--- src/rtl/pipe_credit_fifo.sv ---
// Credit-based terminator for a fixed-latency delay line feeding a show-ahead FIFO.
// Optional back-pressure statistic: define PIPE_CREDIT_FIFO_STATS_EN to add stall_cycles.
module pipe_credit_fifo #(
  parameter int WIDTH   = 8,
  parameter int DEPTH   = 8,
  parameter int LATENCY = 4
) (
  input  logic                         clk,
  input  logic                         rst,
  input  logic                         in_valid,
  output logic                         in_ready,
  output logic                         pipe_en,
  input  logic [WIDTH-1:0]             pipe_data,
  output logic                         out_valid,
  input  logic                         out_ready,
  output logic [WIDTH-1:0]             out_data,
  output logic [$clog2(DEPTH+1)-1:0]   count
`ifdef PIPE_CREDIT_FIFO_STATS_EN
  ,
  output logic [15:0]                  stall_cycles
`endif
);

  localparam int CW = $clog2(DEPTH+1);
  localparam int AW = $clog2(DEPTH);
  localparam int IW = $clog2(LATENCY+1);
  localparam int UW = ((CW > IW) ? CW : IW) + 1;

  logic [LATENCY-1:0] vld_p;
  logic [IW-1:0]      inflight;
  logic [AW-1:0]      wr_ptr;
  logic [AW-1:0]      rd_ptr;
  logic [WIDTH-1:0]   mem [DEPTH];
  logic [UW-1:0]      used;
  logic               accept;
  logic               push;
  logic               pop;

  // Credits come from registered state only, so in_ready has no path from in_valid/out_ready.
  assign used      = UW'(count) + UW'(inflight);
  assign in_ready  = used < UW'(DEPTH);
  assign accept    = in_valid & in_ready;
  assign pipe_en   = accept | (inflight != '0);
  assign push      = vld_p[LATENCY-1];
  assign out_valid = count != '0;
  assign pop       = out_valid & out_ready;
  assign out_data  = mem[rd_ptr];

  // Stage boundary: valid chain mirroring the upstream delay line
  always_ff @(posedge clk or posedge rst) begin
    if (rst) begin
      vld_p    <= '0;
      inflight <= '0;
    end else if (pipe_en) begin
      vld_p    <= (vld_p << 1) | LATENCY'(accept);
      inflight <= inflight + IW'(accept) - IW'(push);
    end
  end

  // Stage boundary: FIFO storage (data only, never reset)
  always_ff @(posedge clk) begin
    if (push) mem[wr_ptr] <= pipe_data;
  end

  always_ff @(posedge clk or posedge rst) begin
    if (rst) begin
      wr_ptr <= '0;
      rd_ptr <= '0;
      count  <= '0;
    end else begin
      if (push) wr_ptr <= wr_ptr + AW'(1);
      if (pop)  rd_ptr <= rd_ptr + AW'(1);
      count <= count + CW'(push) - CW'(pop);
    end
  end

`ifdef PIPE_CREDIT_FIFO_STATS_EN
  // Saturating count of cycles the producer was held off.
  always_ff @(posedge clk or posedge rst) begin
    if (rst) begin
      stall_cycles <= '0;
    end else if (in_valid && !in_ready && stall_cycles != 16'hFFFF) begin
      stall_cycles <= stall_cycles + 16'd1;
    end
  end
`endif

endmodule

--- config.mk ---
export PLATFORM = sky130hd
export DESIGN_NAME = pipe_credit_fifo
export DESIGN_NICKNAME = d
export VERILOG_FILES = /design/src/rtl/pipe_credit_fifo.sv
export SDC_FILE = /design/constraint.sdc
export NUM_CORES = 1
export LEC_CHECK = 0
export ABC_AREA = 1
export BUFFER_PORTS_ARGS = -buffer_cell sky130_fd_sc_hd__buf_2
export CAP_MARGIN = 10
export CORE_MARGIN = 4
export CORE_UTILIZATION = 40
export DETAILED_ROUTE_END_ITERATION = 8
export PLACE_DENSITY = 0.54
export RECOVER_POWER = 50
export SYNTH_ARGS = -nofsm -noshare
export SYNTH_HDL_FRONTEND = slang
export SYNTH_SLANG_ARGS = --single-unit
--- constraint.sdc ---
create_clock -name clk -period 2.7 [get_ports clk]
set_clock_uncertainty 0.05 [all_clocks]
set_input_delay 0.405 -clock clk [delete_from_list [all_inputs] [get_ports clk]]
set_output_delay 0.405 -clock clk [all_outputs]
set_load 0.005 [all_outputs]
Word level (Yosys, flattened, before mapping)
Memory sizes are Yosys's and may differ from the RTL's.
Cells that the tools add are included.
{ "classes": {"n_reduce_logical": 2, "shifts": 0, "n_div": 0, "bitwise": 4, "multipliers": 0, "n_eq_ne": 0, "muxes": 2, "magnitude_cmp": 1, "add_sub_neg": 7} }
{ "op_table": {"columns": ["operator", "n"], "rows": [
  ["$add A3 B1 Y3 const B", 2],
  ["$add A4 B3 Y5", 1],
  ["$lt A5 B4 Y1 const B", 1],
  ["$add A4 B1 Y4", 1],
  ["$or A4 B1 Y4", 1],
  ["$reduce_bool A4 Y1", 1],
  ["$sub A4 B1 Y4", 1],
  ["$add A3 B1 Y3", 1],
  ["$reduce_bool A3 Y1", 1],
  ["$sub A3 B1 Y3", 1],
  ["$and A1 B1 Y1", 2],
  ["$mux W1", 2],
  ["$or A1 B1 Y1", 1]
]} }
{ "totals": {"mem_bits_rw": 64, "in_bits": 12, "latch_bits": 0, "regBits": 17, "out_inout_bits": 15, "mem_count": 1, "rom_bits": 0} }
{ "memory_table": {"columns": ["name", "words", "word_bits", "read_ports", "rd_clocked_by_memory_dff", "wr", "line_no", "source"], "rows": [
  ["mem", 8, 8, 1, 0, 1, "33", "logic [WIDTH-1:0] mem [DEPTH];"]
]} }

Longest topological paths before layout
{ "depth": {"ltp_word": 5, "depth_mapped": 11, "ltp_nobuf": 11} }

Worst setup path after synthesis
Ideal clock, no wire load.
{ "synth_path": {"path_kind": "register to register", "start": "register count[1]", "end": "register inflight[2]", "t_arrival_ps": 2093, "setup_time_ps": 120, "required_ps": 2530, "n_path_buf": 0, "path_slack_ps": 437, "path_stages_with_launch": 12, "path_cell_list": "dfrtp_1 -> ha_1 -> nand3_1 -> nand2_1 -> nand2_1 -> nand3_2 -> ha_1 -> inv_1 -> ha_1 -> fa_1 -> xnor2_1 -> nor2_1"} }
{ "synth_between": {"elab_chain_cells": 5, "elab_cells_between_ends": 6, "cone_classes": "add/sub (3); order compare (1); bitwise (2)"} }
{ "synth_lines": {"columns": ["element", "line_no", "source"], "rows": [
  ["start: declaration", "17", "output logic [$clog2(DEPTH+1)-1:0] count"],
  ["start signal: assignment", "73", "count <= count + CW'(push) - CW'(pop);"],
  ["$add A4 B3 Y5 (*)", "40", "assign used = UW'(count) + UW'(inflight);"],
  ["$lt A5 B4 Y1 (*)", "41", "assign in_ready = used < UW'(DEPTH);"],
  ["$and A1 B1 Y1 (*)", "42", "assign accept = in_valid & in_ready;"],
  ["$add A3 B1 Y3", "56", "inflight <= inflight + IW'(accept) - IW'(push);"],
  ["$sub A3 B1 Y3", "56", null],
  ["end signal: assignment", "56", null],
  ["end: declaration", "30", "logic [IW-1:0] inflight;"]
]} }
Every way passes the cells marked *; elsewhere a longest branch is shown, timed or not.
A chain may end at the register's enable or synchronous reset.

Worst setup path in the final report
Ends and elaborated chain as after synthesis.

==> results.py <==
metrics = {
    "run_status": {
        "status": "finished clean",
    },
    "timing": {
        "timing.slew.headroom": 0.536,
        "fmax_mhz": 412,
        "tns_ps": 0,
        "drv_slew": 0,
        "layout_min_cycle_time_ps": 2430,
        "finalSetupViolations": 0,
        "rsz0062_at_grt": "false",
        "finalCritPeriodShare": 0.899,
        "worst_slew_pin_slew_ps": 695,
        "setup_slack_ps": 273,
        "hold_viol": 0,
    },
    "cells_and_area": {
        "post-route-cell-area_um2": 3950,
        "final_common_cell": "edfxtp_1",
        "drive_above_1_share": 0.147,
        "area_growth_syn_to_layout_pct": 15.9,
        "layout_common_cells": "64 x edfxtp_1, 49 x nand2_1, 45 x nor2_1",
        "regArea_um2": 2350,
        "diodes": 0,
        "n_fill_cell": 799,
        "final_cells": 438,
        "nNetsFinal": 353,
        "multi_input_area_um2": 926,
    },
    "placement": {
        "pre_cts_ws_ps": 293,
        "portBuffers": 26,
        "dp.cells": 422,
        "dpl.hpwl_um": 4310,
        "gp_congestion": 0.747,
        "place_area_um2": 3720,
    },
    "clocking": {
        "cts-resized-gates": 0,
        "cts_root_buf": "clkbuf_8",
        "clk_pin_slew_worst_paths_ps": 80,
        "numCtsBuffers": 9,
        "clk_path_buf_depth": 2,
        "hold_buffers": 0,
        "clock-sinks": 81,
        "post_cts_buffers": 0,
        "cts_tree": "yes",
        "worstSkewPairLatency_ps": 340,
        "h-tree-depth": 3,
    },
    "critical_path": {
        "path_cells": "ha_1 -> nand3_1 -> nand2_1 -> nand2_1 -> nand3_2 -> ha_1 -> inv_1 -> ha_1 -> fa_1 -> xnor2_1 -> nor2_1",
        "crit_fanout": 6,
        "r2r_setup_slack_ps": 270,
        "timing.rr.end": "inflight[2]$_DFFE_PP0P_",
        "arrival_ps": 2610,
        "worst_path_max_delay_cell": "dfrtp_1",
        "critPathRequiredTime_ps": 2890,
        "cp-end-kind": "flop",
        "cp_common_cell": "ha_1",
        "critPathTopFamily": "adder cells",
        "worst-path-stages": 11,
        "cp_num_buf_inv": 1,
        "max_stage_delay_ps": 470,
        "cp-startpoint": "count[1]$_DFF_PP0_",
        "crit_end": "inflight[2]$_DFFE_PP0P_",
        "r2r-start": "count[1]$_DFF_PP0_",
        "startpoint_type": "flop",
        "path_class": "reg -> reg",
        "worst_r2r_path_depth": 11,
    },
    "logic_synthesis": {
        "synth_area_leaders": "edfxtp_1 56%, dfrtp_1 12%, nand2_1 5.4%",
        "yosys_warnings": 0,
        "synthesis.area_um2": 3410,
        "synth_cells": 287,
        "synth.yosys.seq_area_share": 0.689,
        "yosysTopAreaCell": "edfxtp_1",
        "synth_edf_count": 64,
        "syn_nets": 312,
        "syn_avg_cell_area_um2": 11.9,
        "synthArstFlopShare": 0.210,
        "ys_ff_latch": 81,
        "ys.flop_type": "edfxtp_1",
        "synth.top_cell.area_share": 0.564,
        "synth_cell_types": 22,
    },
    "power": {
        "p_per_area_nw_per_um2": 1110,
        "ir_worst_vdd_uv": 406,
        "leakage_nw": 1.56,
        "p_clk_frac": 0.240,
        "p_seq_frac": 0.392,
        "p_switching_mw": 1.56,
        "p_comb_frac": 0.368,
        "internal_power_mw": 2.83,
        "swShare": 0.355,
    },
    "grt": {
        "grt_pass1_vias": 2121,
        "antenna_found_initial": 0,
        "globalRouteTotalUtil": 0.150,
        "grt_first_pass_wirelength_um": 11100,
        "grt_overflow": 0,
        "grt_max_degree": 34,
    },
    "drt": {
        "antenna_left": 0,
        "routed_wl_um": 6860,
        "drc": 0,
        "firstDrtPassIters": 5,
        "vias_per_cell": 4.85,
        "wl_per_cell_um": 15.7,
        "drtIter0Drc": 72,
        "via_count": 2125,
    },
    "die": {
        "start_util": 0.413,
        "placementRows": 33,
        "coreArea_um2": 8260,
        "die_w_um": 100,
        "die_area_um2": 10100,
        "ios": 27,
        "die_h_um": 100,
    },
    "min_path": {
        "min_path_type": "in -> async",
    },
    "job": {
        "max_cap_violations": 0,
    },
}
==> synth_stat cells (2+ instances only) <==
library cell  number
buf_2              8
dfrtp_1           17
edfxtp_1          64
fa_1               2
ha_1              11
inv_1             21
nand2_1           49
nand3_1            5
nor2_1            45
o21ai_0            7
o21ai_1           27
o22ai_1           16
xnor2_1            4
xor2_1             3
==> registers in the layout (all words and copies together) (netlist names) <==
| signal | count |
|---|---|
| vld_p | 4 |
| count | 4 |
| wr_ptr | 3 |
| inflight | 3 |
| mem | 64 |
| rd_ptr | 3 |
==> area by class of cell <==
| cell class | instances | area share |
|---|---|---|
| Sequential cell | 81 | 0.595 |
| Multi-Input combinational cell | 174 | 0.235 |
| Timing Repair Buffer | 39 | 0.0542 |
| Tap cell | 105 | 0.0333 |
| Clock buffer | 10 | 0.0323 |
| Clock inverter | 6 | 0.0292 |
| Inverter | 23 | 0.0219 |
==> routing by layer <==
metal / up-vias / global-route usage / wire length (µm)
met5: - / 0 / 0
met4: 0 / 0.0601 / 100
met3: 10 / 0.0389 / 417
met2: 39 / 0.229 / 3240
met1: 1004 / 0.205 / 3100
li1: 1072 / - / -
==> worst min-delay path by stage <==
stage / endpoint / slack (ps)
2_1_floorplan: count[0]$_DFF_PP0_ / 280
3_3_place_gp: vld_p[3]$_DFFE_PP0P_ / 410
3_5_place_dp: vld_p[3]$_DFFE_PP0P_ / 410
4_1_cts: inflight[0]$_DFFE_PP0P_ / 120
5_1_grt: count[2]$_DFF_PP0_ / 160
6_report: count[0]$_DFF_PP0_ / 100
==> cells by family after synthesis <==
kind of cell             Yosys count  synth area share
adder cells (fa/ha/maj)           13            0.0521
AND/OR/NAND/NOR                  102             0.119
AO/OA/AOI/OAI                     52            0.0830
buffers and inverters             32            0.0393
XOR/XNOR                           7            0.0180
flip-flops                        81             0.689
==> metrics by stage <==
step	power, mW	util	hold WS [ps]
floorplan	2.84	-	281
global placement	3.36	0.450	413
detailed placement	3.40	0.450	407
CTS	4.46	0.480	124
global route	4.77	0.478	156
finish	4.39	0.478	104
==> power by group through the flow <==
stage                     sequential (mW)  combinational, mW  clock, mW
after floorplan                      1.71               1.13          0
after global placement               1.74               1.62          0
after detailed placement             1.75               1.65          0
after CTS                            1.72               1.66       1.08
after global routing                 1.75               1.88       1.14
final                                1.72               1.61       1.06
(Power assumes the default switching activity.)
